--- src/rtl/lut_read_arbiter_if.sv ---
// Lane-side bundle of the GELU LUT read arbiter: per-lane lookup requests
// and the shared response bus returned to the lanes.
interface lut_read_arbiter_if #(
    parameter int N  = 4,
    parameter int AW = 12,
    parameter int DW = 32
);
    logic [N-1:0]      req_valid;
    logic [N*AW-1:0]   req_addr;
    logic [N-1:0]      req_sign;
    logic [N-1:0]      req_ready;
    logic [N-1:0]      rsp_valid;
    logic [DW/2-1:0]   rsp_data;

    // Lane side drives requests and receives results.
    modport master (
        output req_valid, req_addr, req_sign,
        input  req_ready, rsp_valid, rsp_data
    );

    // Arbiter side.
    modport slave (
        input  req_valid, req_addr, req_sign,
        output req_ready, rsp_valid, rsp_data
    );
endinterface

--- src/rtl/lut_read_arbiter.sv ---
// Round-robin sharing of the single GELU LUT SRAM read port between N lanes:
// capture one lookup per lane, issue one read per cycle, return the signed half.
module lut_read_arbiter #(
    parameter int N  = 4,
    parameter int AW = 12,
    parameter int DW = 32
) (
    input  logic                 clk,
    input  logic                 rst,
    lut_read_arbiter_if.slave    lanes,
    output logic                 lut_rd_en,
    output logic [AW-1:0]        lut_raddr,
    input  logic [DW-1:0]        lut_rdata,
    output logic                 idle,
    output logic                 batch_done
);
    localparam int PW = $clog2(N);
    localparam int HW = DW / 2;

    logic [N-1:0]    r_pending;
    logic [AW-1:0]   r_addr_q [N];
    logic [N-1:0]    r_sign_q;
    logic [PW-1:0]   r_rr_ptr;

    logic            r_lut_rd_en;
    logic [AW-1:0]   r_lut_raddr;
    logic [PW-1:0]   r_rd_lane;
    logic            r_rd_sign;

    logic            r_tag_valid;
    logic [PW-1:0]   r_tag_lane;
    logic            r_tag_sign;

    logic [N-1:0]    r_rsp_valid;
    logic [HW-1:0]   r_rsp_data;
    logic            r_idle_d;

    logic [N-1:0]    w_capture;
    logic            w_grant_any;
    logic [PW-1:0]   w_grant_lane;
    logic [N-1:0]    w_grant_onehot;
    logic [PW-1:0]   w_rr_next;
    logic [PW:0]     w_sum;
    logic [PW-1:0]   w_idx;
    logic            w_idle;

    // A lane holding a pending lookup is deaf to further requests.
    assign w_capture       = lanes.req_valid & ~r_pending;
    assign lanes.req_ready = ~r_pending;

    // NOTE: every variable is given a default before the search loop so that
    // no path leaves it unassigned; otherwise synthesis infers a latch.
    always_comb begin
        w_grant_any  = 1'b0;
        w_grant_lane = '0;
        w_sum        = '0;
        w_idx        = '0;
        for (int off = 0; off < N; off++) begin
            w_sum = {1'b0, r_rr_ptr} + (PW+1)'(off);
            if (w_sum >= (PW+1)'(N)) begin
                w_sum = w_sum - (PW+1)'(N);
            end
            w_idx = w_sum[PW-1:0];
            if (!w_grant_any && r_pending[w_idx]) begin
                w_grant_any  = 1'b1;
                w_grant_lane = w_idx;
            end
        end
    end

    assign w_grant_onehot = w_grant_any ? (N'(1) << w_grant_lane) : '0;
    assign w_rr_next      = (w_grant_lane == PW'(N - 1)) ? '0 : w_grant_lane + PW'(1);

    assign w_idle = ~|r_pending & ~r_lut_rd_en & ~r_tag_valid & ~|r_rsp_valid;

    // NOTE: state uses non-blocking assignments so every register samples
    // the pre-edge values, independent of statement order.
    always_ff @(posedge clk) begin
        if (rst) begin
            r_pending   <= '0;
            r_rr_ptr    <= '0;
            r_lut_rd_en <= 1'b0;
            r_lut_raddr <= '0;
            r_tag_valid <= 1'b0;
            r_rsp_valid <= '0;
            r_rsp_data  <= '0;
            r_idle_d    <= 1'b1;
        end else begin
            r_pending   <= (r_pending & ~w_grant_onehot) | w_capture;
            r_lut_rd_en <= w_grant_any;
            if (w_grant_any) begin
                r_lut_raddr <= r_addr_q[w_grant_lane];
                r_rr_ptr    <= w_rr_next;
            end
            r_tag_valid <= r_lut_rd_en;
            if (r_tag_valid) begin
                r_rsp_valid <= N'(1) << r_tag_lane;
                r_rsp_data  <= r_tag_sign ? lut_rdata[DW-1:HW] : lut_rdata[HW-1:0];
            end else begin
                r_rsp_valid <= '0;
            end
            r_idle_d <= w_idle;
        end
    end

    // NOTE: payload and tag registers carry no reset; they are only consumed
    // when the matching pending/valid bit is set, and that bit is reset.
    always_ff @(posedge clk) begin
        for (int i = 0; i < N; i++) begin
            if (w_capture[i]) begin
                r_addr_q[i] <= lanes.req_addr[i*AW +: AW];
                r_sign_q[i] <= lanes.req_sign[i];
            end
        end
        if (w_grant_any) begin
            r_rd_lane <= w_grant_lane;
            r_rd_sign <= r_sign_q[w_grant_lane];
        end
        r_tag_lane <= r_rd_lane;
        r_tag_sign <= r_rd_sign;
    end

    assign lut_rd_en       = r_lut_rd_en;
    assign lut_raddr       = r_lut_raddr;
    assign lanes.rsp_valid = r_rsp_valid;
    assign lanes.rsp_data  = r_rsp_data;
    assign idle            = w_idle;
    assign batch_done      = w_idle & ~r_idle_d;
endmodule

--- src/flat_wrapper.sv ---
// flat-port wrapper written by rule: the top's interface ports become plain ports
module lut_read_arbiter_flat 
#(
    parameter int N  = 4,
    parameter int AW = 12,
    parameter int DW = 32
)
  (clk, rst, lut_rd_en, lut_raddr, lut_rdata, idle, batch_done, lanes_req_valid, lanes_req_addr, lanes_req_sign, lanes_req_ready, lanes_rsp_valid, lanes_rsp_data);
  lut_read_arbiter_if #(.N(N), .AW(AW), .DW(DW)) lanes_i ();
  input  logic clk;
  input  logic rst;
  output logic lut_rd_en;
  output logic [AW-1:0] lut_raddr;
  input  logic [DW-1:0] lut_rdata;
  output logic idle;
  output logic batch_done;
  input wire logic [$bits(lanes_i.req_valid)-1:0] lanes_req_valid;
  input wire logic [$bits(lanes_i.req_addr)-1:0] lanes_req_addr;
  input wire logic [$bits(lanes_i.req_sign)-1:0] lanes_req_sign;
  output wire logic [$bits(lanes_i.req_ready)-1:0] lanes_req_ready;
  output wire logic [$bits(lanes_i.rsp_valid)-1:0] lanes_rsp_valid;
  output wire logic [$bits(lanes_i.rsp_data)-1:0] lanes_rsp_data;
  assign lanes_i.req_valid = lanes_req_valid;
  assign lanes_i.req_addr = lanes_req_addr;
  assign lanes_i.req_sign = lanes_req_sign;
  assign lanes_req_ready = lanes_i.req_ready;
  assign lanes_rsp_valid = lanes_i.rsp_valid;
  assign lanes_rsp_data = lanes_i.rsp_data;
  lut_read_arbiter #(.N(N), .AW(AW), .DW(DW)) u_core (.clk(clk), .rst(rst), .lanes(lanes_i), .lut_rd_en(lut_rd_en), .lut_raddr(lut_raddr), .lut_rdata(lut_rdata), .idle(idle), .batch_done(batch_done));
endmodule
--- config.mk ---
export PLATFORM = sky130hd
export DESIGN_NAME = lut_read_arbiter_flat
export DESIGN_NICKNAME = d
export VERILOG_FILES = /design/src/rtl/lut_read_arbiter_if.sv /design/src/rtl/lut_read_arbiter.sv /design/src/flat_wrapper.sv
export SDC_FILE = /design/constraint.sdc
export NUM_CORES = 1
export LEC_CHECK = 0
export ABC_AREA = 1
export BUFFER_PORTS_ARGS = -buffer_cell sky130_fd_sc_hd__buf_2
export CORE_MARGIN = 1.5
export CORE_UTILIZATION = 51
export CTS_CLUSTER_DIAMETER = 150
export CTS_CLUSTER_SIZE = 10
export DETAILED_ROUTE_END_ITERATION = 16
export PLACE_DENSITY = 0.86
export SLEW_MARGIN = 0
export SYNTH_ARGS = -nofsm -noshare
export SYNTH_HDL_FRONTEND = slang
export SYNTH_SLANG_ARGS = --single-unit
--- constraint.sdc ---
create_clock -name clk -period 2.4 [get_ports clk]
set_input_delay 0.36 -clock clk [delete_from_list [all_inputs] [get_ports clk]]
set_output_delay 0.36 -clock clk [all_outputs]
set_load 0.03 [all_outputs]
==> flow_summary.json <==
{
  "timing.critical_path.max_delay_family": "simple AND/OR/NAND/NOR gates",
  "final-instance-count-excl-fill": 662,
  "via_count_of_the_first_global_routing_pass": 3233,
  "maxCapViolCount": 0,
  "dominantRegCellSynth": "sky130_fd_sc_hd__edfxtp_1",
  "ff_latch_count_synth": 99,
  "dp_hpwl_um": 6740,
  "yosysUniqueCellTypes": 27,
  "htree_num_levels": 3,
  "avgSynthCellArea_um2": 9.41,
  "cp_max_fo": 4,
  "clkSlewWorstSetupHoldPaths_ns": 0.09,
  "die_area_um2": 8540,
  "cp.arrival_ns": 1.83,
  "syn_nets": 524,
  "critical_path.startpoint_type": "register",
  "finish.net_count": 646,
  "worst_hold_slack_ns": 0.171,
  "grt.total_usage_pct": 22.0,
  "timing.critical_path.cells": "nor4_2 > buf_4 > inv_2 > nor3_1 > and2_1 > inv_1 > nor2_1 > buf_2",
  "power_density_nw_per_um2": 1200,
  "cts.sink_count": 99,
  "path_class": "register to output port",
  "dieHeight_um": 92.4,
  "floorplan.die.width_um": 92.4,
  "timing.final.crit_share_pct": 91.4,
  "grt_setup_unrepaired": "false",
  "timing_hold_violations_final": 0,
  "route.final.wire_length_um": 9150,
  "fmaxAchievable_mhz": 456,
  "grt_overflow_total": 0,
  "slew_violations": 0,
  "filler_cell_count": 623,
  "placement.io_buffers": 128,
  "synth.yosys.seq_area_share_pct": 62.1,
  "first_pass_grt_wire_length_um": 14400,
  "clock_tree_skew_after_final_layout_ns": 0.00702,
  "clk_root_buffer_cell": "sky130_fd_sc_hd__clkbuf_8",
  "tightestPinTransition_ns": 0.571,
  "tritoncts": "built",
  "syn-cell-area_um2": 4080,
  "avgViaCountPerCell": 5.17,
  "hold_buffers": 0,
  "synth-async-reset-ratio_pct": 0,
  "inserted_clock_buffers": 9,
  "syn_inst": 433,
  "yosys_warnings": 0,
  "run_status": "completed",
  "drive_gt1_share_pct": 29.5,
  "number_of_search_and_repair_iterations_in_the_first_detailed_routing_pass": 4,
  "cpMaxStageDelayCell": "sky130_fd_sc_hd__dfxtp_1",
  "first_iter_violations": 184,
  "core_area_um2": 7730,
  "period_needed_ns": 2.19,
  "design_power_total_uw": 5910,
  "timing.critical_path.required_ns": 2.04,
  "clk-insertion-delay-late_ns": 0.36,
  "max_slew_margin_pct": 61.9,
  "final_core_utilization_pct": 63.8,
  "place_inst": 646,
  "hold_path.class": "primary input to register",
  "vias": 3422,
  "ir_worst_vdd_mv": 0.629,
  "synth_edf_count": 55,
  "grt_start_max_net_pins": 35,
  "placementRows": 32,
  "detail-route-antenna-nets": 0,
  "routability_congestion_estimate_from_global_placement": 0.879,
  "tns_ns": 0,
  "start_util_pct": 52.8,
  "diodes": 0,
  "max_stage_delay_ns": 0.34,
  "drc_errors": 0,
  "critPathBufInv": 4,
  "final-setup-viol-count": 0,
  "layout-area-overhead-vs-synth_pct": 21.0,
  "antenna_found_initial": 1,
  "cp-end-kind": "output port",
  "p_leak_uw": 0.00237,
  "i_o_pin_total": 129,
  "post_drt_wl_per_cell_um": 13.8,
  "cts-root-to-sink-buffers": 2
}
## cell usage in the layout (no fill, tap or decap)
master	synthesis	routed
sky130_fd_sc_hd__nor3_2	1	1
sky130_fd_sc_hd__o21ai_0	32	32
sky130_fd_sc_hd__edfxtp_1	55	55
sky130_fd_sc_hd__nand3b_1	1	1
sky130_fd_sc_hd__buf_4	4	8
sky130_fd_sc_hd__nor3_1	1	1
sky130_fd_sc_hd__nor2_2	0	1
sky130_fd_sc_hd__nand4_2	1	1
sky130_fd_sc_hd__inv_6	1	2
sky130_fd_sc_hd__clkinvlp_4	0	2
sky130_fd_sc_hd__nor4_2	0	1
sky130_fd_sc_hd__a21oi_1	6	6
sky130_fd_sc_hd__nor2_1	36	35
sky130_fd_sc_hd__and2_1	1	1
sky130_fd_sc_hd__clkinv_4	0	1
sky130_fd_sc_hd__inv_2	3	3
sky130_fd_sc_hd__nand3_1	59	59
sky130_fd_sc_hd__inv_4	1	1
sky130_fd_sc_hd__buf_2	3	128
sky130_fd_sc_hd__inv_1	40	40
sky130_fd_sc_hd__nand2_4	1	1
sky130_fd_sc_hd__nand3_2	1	1
sky130_fd_sc_hd__clkinv_2	0	1
sky130_fd_sc_hd__a21boi_2	1	1
sky130_fd_sc_hd__a31oi_1	16	16
sky130_fd_sc_hd__clkbuf_1	13	2
sky130_fd_sc_hd__clkbuf_8	0	9
sky130_fd_sc_hd__nand2_2	3	3
sky130_fd_sc_hd__dfxtp_1	44	44
sky130_fd_sc_hd__ha_1	1	1
sky130_fd_sc_hd__nor4_1	2	1
sky130_fd_sc_hd__nand2_1	101	101
## metal layers
metal / global-route usage (%) / vias up / wire length (um)
met4: 10.9 / 2 / 235
met5: 0 / - / 17
met3: 4.84 / 23 / 802
met2: 38.8 / 167 / 4500
li1: - / 1681 / -
met1: 25.2 / 1549 / 3600
## worst register-to-register path: stages, from the launching register on
cell	delay, ns
sky130_fd_sc_hd__dfxtp_1	0.53
sky130_fd_sc_hd__inv_6	0.07
sky130_fd_sc_hd__nand2_2	0.08
sky130_fd_sc_hd__nand3_1	0.07
sky130_fd_sc_hd__nand2_1	0.15
sky130_fd_sc_hd__nand2_1	0.09
sky130_fd_sc_hd__nand3_1	0.08
sky130_fd_sc_hd__nand2_2	0.08
sky130_fd_sc_hd__nand2_4	0.21
sky130_fd_sc_hd__buf_4	0.24
sky130_fd_sc_hd__nand2_1	0.06
sky130_fd_sc_hd__nand3_1	0.09
sky130_fd_sc_hd__nand2_1	0.07
sky130_fd_sc_hd__nor2_1	0.10
sky130_fd_sc_hd__nor2_1	0.05
## cell usage after synthesis, types with 2 or more instances
cell                       number  share of area, %
sky130_fd_sc_hd__a21oi_1        6              0.74
sky130_fd_sc_hd__a31oi_1       16               2.5
sky130_fd_sc_hd__buf_2          3              0.37
sky130_fd_sc_hd__buf_4          4              0.74
sky130_fd_sc_hd__buf_6          5               1.4
sky130_fd_sc_hd__clkbuf_1      13               1.2
sky130_fd_sc_hd__dfxtp_1       44                22
sky130_fd_sc_hd__edfxtp_1      55                41
sky130_fd_sc_hd__inv_1         40               3.7
sky130_fd_sc_hd__inv_2          3              0.28
sky130_fd_sc_hd__nand2_1      101               9.3
sky130_fd_sc_hd__nand2_2        3              0.46
sky130_fd_sc_hd__nand3_1       59               7.2
sky130_fd_sc_hd__nor2_1        36               3.3
sky130_fd_sc_hd__nor4_1         2              0.31
sky130_fd_sc_hd__o21ai_0       32               3.9
## cell type report
class	instances	area [um^2]	area share, %
Timing Repair Buffer	136	701	14.2
Sequential cell	99	2530	51.3
Inverter	45	176	3.58
Clock inverter	5	37.5	0.761
Clock buffer	11	131	2.66
Tap cell	102	128	2.59
Multi-Input combinational cell	264	1230	24.9
## sequential cells by signal, indices dropped and copies added (netlist names)
name,count
u_core.r_addr_q,48
u_core.r_idle_d,1
u_core.r_pending,4
u_core.r_rr_ptr,2
u_core.lanes.rsp_data,16
u_core.lut_raddr,12
u_core.r_tag_valid,1
u_core.r_sign_q,4
u_core.lanes.rsp_valid,4
u_core.r_rd_sign,1
u_core.lut_rd_en,1
u_core.r_tag_lane,2
u_core.r_rd_lane,2
u_core.r_tag_sign,1
## power breakdown
group          switching, uW  internal [uW]  total [uW]
sequential               185           2130        2310
clock                    557            382         938
combinational           1840            818        2660
## path summary, 6_finish.rpt
path | from | cells past startpoint | endpoint | slack [ns]
worst max-delay path | u_core.r_pending[2] | 8 | batch_done | 0.21
worst min-delay path | lanes_req_addr[2] | 1 | u_core.r_addr_q[0][2] | 0.17
worst max register to register | u_core.r_rr_ptr[0] | 14 | u_core.lut_raddr[6] | 0.31
worst min register to register | u_core.r_rd_lane[1] | 0 | u_core.r_tag_lane[1] | 0.35
## stage by stage
stage	instance area [um^2]	setup slack (ns)
2_1_floorplan	4080	0.149
3_3_place_gp	4760	0.431
3_5_place_dp	4760	0.369
4_1_cts	4930	0.0938
5_1_grt	4930	0.0169
6_report	4930	0.207
## cells by family (layout without fill, tap and decap cells)
family / count (synthesis) / after routing / share of synthesized area, %
flops: 99 / 99 / 62.1
fa+ha+maj: 1 / 1 / 0.307
compound gates: 55 / 55 / 7.40
simple gates: 208 / 208 / 22.2
buf+inv: 70 / 197 / 8.01
## timing repair
action                                  CTS  global route
endpoints found under the setup margin    0             1
buffers inserted                          0             0
resized for setup                         0             1
Power figures use the tool's default switching activity.
